<file path="config.mk">
export PLATFORM = sky130hd
export DESIGN_NAME = bit_serializer
export DESIGN_NICKNAME = d
export VERILOG_FILES = /design/src/rtl/bit_serializer.sv
export SDC_FILE = /design/constraint.sdc
export NUM_CORES = 1
export LEC_CHECK = 0
export ABC_AREA = 1
export BUFFER_PORTS_ARGS = -buffer_cell sky130_fd_sc_hd__buf_4
export CORE_AREA = 2 2 81 60
export CTS_CLUSTER_DIAMETER = 40
export CTS_CLUSTER_SIZE = 40
export DETAILED_ROUTE_END_ITERATION = 10
export DIE_AREA = 0 0 83 62
export PLACE_DENSITY = 0.72
export RECOVER_POWER = 25
export SYNTH_ARGS = -nofsm -noshare
export SYNTH_HDL_FRONTEND = slang
export SYNTH_SLANG_ARGS = --single-unit
export TNS_END_PERCENT = 20
</file>
<file path="constraint.sdc">
create_clock -name clk -period 5.89 [get_ports clk]
set_input_delay 0.2945 -clock clk [delete_from_list [all_inputs] [get_ports clk]]
set_output_delay 0.2945 -clock clk [all_outputs]
set_load 0.05 [all_outputs]
</file>
<file path="src/rtl/bit_serializer.sv">
// Parallel-to-serial feeder: words enter a small FIFO over valid/ready and are
// shifted out one bit per clock on `data`, back-to-back with no gap between words.
module bit_serializer #(
    parameter int unsigned WIDTH      = 8,
    parameter int unsigned DEPTH      = 4,
    parameter bit          MSB_FIRST  = 1'b1,
    parameter bit          IDLE_LEVEL = 1'b1
) (
    input  logic             clk,
    input  logic             reset,
    input  logic [WIDTH-1:0] in_word,
    input  logic             in_valid,
    output logic             in_ready,
    output logic             data,
    output logic             data_valid,
    output logic             busy
);

    localparam int unsigned PW = (DEPTH > 1) ? $clog2(DEPTH) : 1;
    localparam int unsigned CW = PW + 1;
    localparam int unsigned BW = (WIDTH > 1) ? $clog2(WIDTH) : 1;

    typedef enum logic {
        ST_IDLE  = 1'b0,
        ST_SHIFT = 1'b1
    } state_t;

    logic [WIDTH-1:0] mem [DEPTH];
    logic [PW-1:0]    wr_ptr;
    logic [PW-1:0]    rd_ptr;
    logic [CW-1:0]    count;
    logic [WIDTH-1:0] head;
    logic             push;
    logic             pop;
    logic             load;

    state_t           state;
    state_t           state_nxt;
    logic [WIDTH-1:0] sreg;
    logic [WIDTH-1:0] sreg_nxt;
    logic [BW-1:0]    bit_cnt;
    logic [BW-1:0]    bit_cnt_nxt;
    logic             data_nxt;
    logic             data_valid_nxt;

    // in_ready deliberately ignores a same-cycle pop.
    assign in_ready = (count != CW'(DEPTH));
    assign push     = in_valid && in_ready;
    assign head     = mem[rd_ptr];
    assign busy     = data_valid || (count != '0);

    // Storage carries no reset; validity is tracked by count alone.
    always_ff @(posedge clk) begin
        if (push) begin
            mem[wr_ptr] <= in_word;
        end
    end

    always_ff @(posedge clk or posedge reset) begin
        if (reset) begin
            wr_ptr <= '0;
            rd_ptr <= '0;
            count  <= '0;
        end else begin
            if (push) begin
                wr_ptr <= wr_ptr + PW'(1);
            end
            if (pop) begin
                rd_ptr <= rd_ptr + PW'(1);
            end
            case ({push, pop})
                2'b10:   count <= count + CW'(1);
                2'b01:   count <= count - CW'(1);
                default: count <= count;
            endcase
        end
    end

    always_ff @(posedge clk or posedge reset) begin
        if (reset) begin
            state      <= ST_IDLE;
            sreg       <= '0;
            bit_cnt    <= '0;
            data       <= IDLE_LEVEL;
            data_valid <= 1'b0;
        end else begin
            state      <= state_nxt;
            sreg       <= sreg_nxt;
            bit_cnt    <= bit_cnt_nxt;
            data       <= data_nxt;
            data_valid <= data_valid_nxt;
        end
    end

    // Pop decisions look only at the registered count, so there is no bypass path.
    always_comb begin
        state_nxt      = state;
        sreg_nxt       = sreg;
        bit_cnt_nxt    = bit_cnt;
        data_nxt       = data;
        data_valid_nxt = data_valid;
        load           = 1'b0;
        pop            = 1'b0;

        case (state)
            ST_IDLE: begin
                if (count != '0) begin
                    load = 1'b1;
                end
            end
            ST_SHIFT: begin
                if (bit_cnt != '0) begin
                    bit_cnt_nxt = bit_cnt - BW'(1);
                    if (MSB_FIRST) begin
                        data_nxt = sreg[WIDTH-1];
                        sreg_nxt = sreg << 1;
                    end else begin
                        data_nxt = sreg[0];
                        sreg_nxt = sreg >> 1;
                    end
                end else if (count != '0) begin
                    load = 1'b1;
                end else begin
                    state_nxt      = ST_IDLE;
                    data_nxt       = IDLE_LEVEL;
                    data_valid_nxt = 1'b0;
                end
            end
            default: begin
                state_nxt = ST_IDLE;
            end
        endcase

        // The first bit goes straight to `data`; sreg keeps the remaining bits.
        if (load) begin
            pop            = 1'b1;
            state_nxt      = ST_SHIFT;
            bit_cnt_nxt    = BW'(WIDTH - 1);
            data_valid_nxt = 1'b1;
            if (MSB_FIRST) begin
                data_nxt = head[WIDTH-1];
                sreg_nxt = head << 1;
            end else begin
                data_nxt = head[0];
                sreg_nxt = head >> 1;
            end
        end
    end

endmodule

</file>
==> run metrics <==
Net Switching=about 0.48 mW; register area share after synthesis=0.625; FP Rows=21; CTS Hold Bufs=0; Req. time, crit path=6080 ps; Clock Power Share=0.165; core area=4490 sq um; Syn Inst Count=223; min Tclk post-route=2270 ps; top-area cell type share of the netlist area=0.411; root buffer cell=clkbuf_8; drt pass-1 iters=4; Placed Area=2470 sq um; grt ovf=0; CP arrival=2460 ps; CP max stage delay=380 ps; Pwr Total=roughly 1.2 mW; relative slew slack=0.442; Worst Hold Class=in -> async; Syn Nets=around 240; vias in the first global route=1321; maximum fanout along the worst path=10; Mapped Avg Cell Area=10.5 sq um; die area=5150 sq um; Antenna Cells=0; Max Slew Vio Count=0; Layout Nets=259; Post-Syn Area=2340 sq um; Avg WL per Cell=13.0 um; DRT iter0 DRCs=56; startpoint type of the worst setup path=register; cell accounting for the most synthesized area=edfxtp_1; status=finished clean; die width=~83 um; skew final=5.87 ps; IO buf count=14; FMAX=441 MHz; Synth cell types=28; total wire length=3890 um; Ys Warns=0; first-pass GRT wire length=6200 um; Detail Route Antenna Nets=0; crit end category=register; top post-synthesis cells by area=edfxtp_1, dfrtp_1, nand2_1, nand3_1, nor2_1; max_cap viols=0; Vias/cell=4.75; final number of setup-violating endpoints=0; Num CTS Buffers=5; Logic pwr share=0.364; Starting Density=0.521; Worst-Margin Slew=834 ps; CTS tree=built; P_int=0.728 mW; worst-skew pair later-pin latency=about 300 ps; post-DP HPWL=~2700 um; RD Place Congestion=about 0.78; largest net degree at the start of global routing=21; final period utilization=0.385; Clock Sink Count=52; RSZ-0062 raised after global routing=false; r2r startpoint=bit_cnt[0]; commonest cells after routing, fill and taps aside=nand2_1, edfxtp_1, nor2_1; vias=between 1000 and 1500; H-tree depth=2; LEAKAGE=1.10 nW; Critical-path top delay cell=fa_1; Critical path origin=bit_cnt[0]; GR Util All Layers=0.164; clock buffer depth=2; antenna violations before repair=0; Sw Share=0.395; Die Y=just over 60 um; worst-path cell chain=inv_1, ha_1, ha_1, inv_1, nand2_2, nand2_4, inv_6, ha_1, inv_1, fa_1, nand2_1, nand3b_1, xor2_1; drt drc=0; Clock transition at path regs=90 ps; peak supply drop=~240 uV; critical path type=reg -> reg; Post-CTS Setup Bufs=0; Ports=15; commonest non-fill, non-tap cell in the layout=nand2_1; FF+latch count, synth=52; final instance area=2530 sq um; sequential share of power=0.471; Final Hold Viols=0; fraction of layout cells with a size suffix above 1=0.104; Setup TNS=0 ps; post-CTS resize count=0; Cell Pwr Density=476 nW/um^2; area growth from synthesis to layout=8.02%
-- layout make-up --
| type | count | area (sq um) |
|---|---|---|
| Clock buffer | 6 | 72.6 |
| Fill cell | 407 | 1970 |
| Tap cell | 57 | 71.3 |
| Sequential cell | 52 | 1460 |
| Inverter | 32 | 125 |
| Multi-Input combinational cell | 135 | 704 |
| Clock inverter | 2 | 16.3 |
| Timing Repair Buffer | 14 | 75.1 |
-- routing by layer --
metal  part of all wire  track usage  vias up  routed length (um)
met1               0.51        0.215      642                1990
met4              0.014       0.0796        0                  54
met2               0.44        0.264       22                1710
met3              0.035       0.0423        5                 136
li1                   -            -      746                   -
met5                  0            0        -                   0
-- cells in the mapped netlist --
| library cell | count |
|---|---|
| a21oi_1 | 1 |
| nor2_4 | 1 |
| nor2_2 | 1 |
| inv_2 | 2 |
| dfrtp_1 | 19 |
| dfstp_2 | 1 |
| clkinv_1 | 1 |
| a22oi_1 | 2 |
| o21ai_0 | 3 |
| clkbuf_8 | 1 |
| nand3_4 | 1 |
| nor2_1 | 30 |
| nand3b_1 | 1 |
| inv_6 | 1 |
| nand2_1 | 54 |
| xnor2_1 | 1 |
| buf_6 | 1 |
| or2_1 | 1 |
| ha_1 | 7 |
| inv_1 | 28 |
| fa_1 | 1 |
| buf_4 | 1 |
| buf_8 | 1 |
| nand2_4 | 4 |
| nand2_2 | 1 |
| edfxtp_1 | 32 |
| xor2_1 | 2 |
| nand3_1 | 24 |
-- sequential cells by signal, summed over array words and instances, names as in the netlist --
signal / count
rd_ptr: 2
data_valid: 1
sreg: 7
bit_cnt: 3
wr_ptr: 2
count: 3
mem: 32
data: 1
state: 1
-- worst max-delay path, delay by kind of cell, from the launching register on --
family                     cells  cell delay [ps]
and+or+nand+nor                4              460
adders and majority gates      4              870
buffers and inverters          4              310
xor gates and xnor gates       1              150
DFF                            1              370
-- logic make-up (layout without fill, tap and decap cells) --
group                      after synthesis  after routing  share of synthesized area
AOI/OAI and AO/OA                        6              6                     0.0150
xor gates and xnor gates                 3              3                     0.0112
adders and majority gates                8              8                     0.0460
buffers and inverters                   36             54                     0.0738
DFF                                     52             52                      0.625
and+or+nand+nor                        118            118                      0.229
-- path summary, 6_finish.rpt --
kind | end | slack [ps] | depth (start not counted)
max reg2reg | count[2] | 3620 | 13
min | wr_ptr[1] | 130 | 2
min reg2reg | sreg[1] | 510 | 2
max in group asynchronous | sreg[3] | 5270 | 2
max | count[2] | 3620 | 13
min in group clk | mem[1][7] | 240 | 1
-- stage by stage --
stage	std cells	worst slack, ps	utilization	hold slack, ps
3_5_place_dp	290	3630	0.549	486
5_1_grt	298	3440	0.563	200
4_1_cts	298	3610	0.569	154
3_3_place_gp	290	3720	0.549	474
2_1_floorplan	223	3820	-	258
6_report	298	3620	0.563	128
-- power by group through the flow --
| stage | clock network [mW] | registers [mW] | logic [mW] |
|---|---|---|---|
| after floorplan | 0 | 0.562 | 0.374 |
| after global placement | 0 | 0.573 | 0.435 |
| after detailed placement | 0 | 0.577 | 0.448 |
| after CTS | 0.208 | 0.569 | 0.449 |
| after global routing | 0.218 | 0.581 | 0.501 |
| final | 0.199 | 0.568 | 0.438 |
Power figures use the tool's default switching activity.
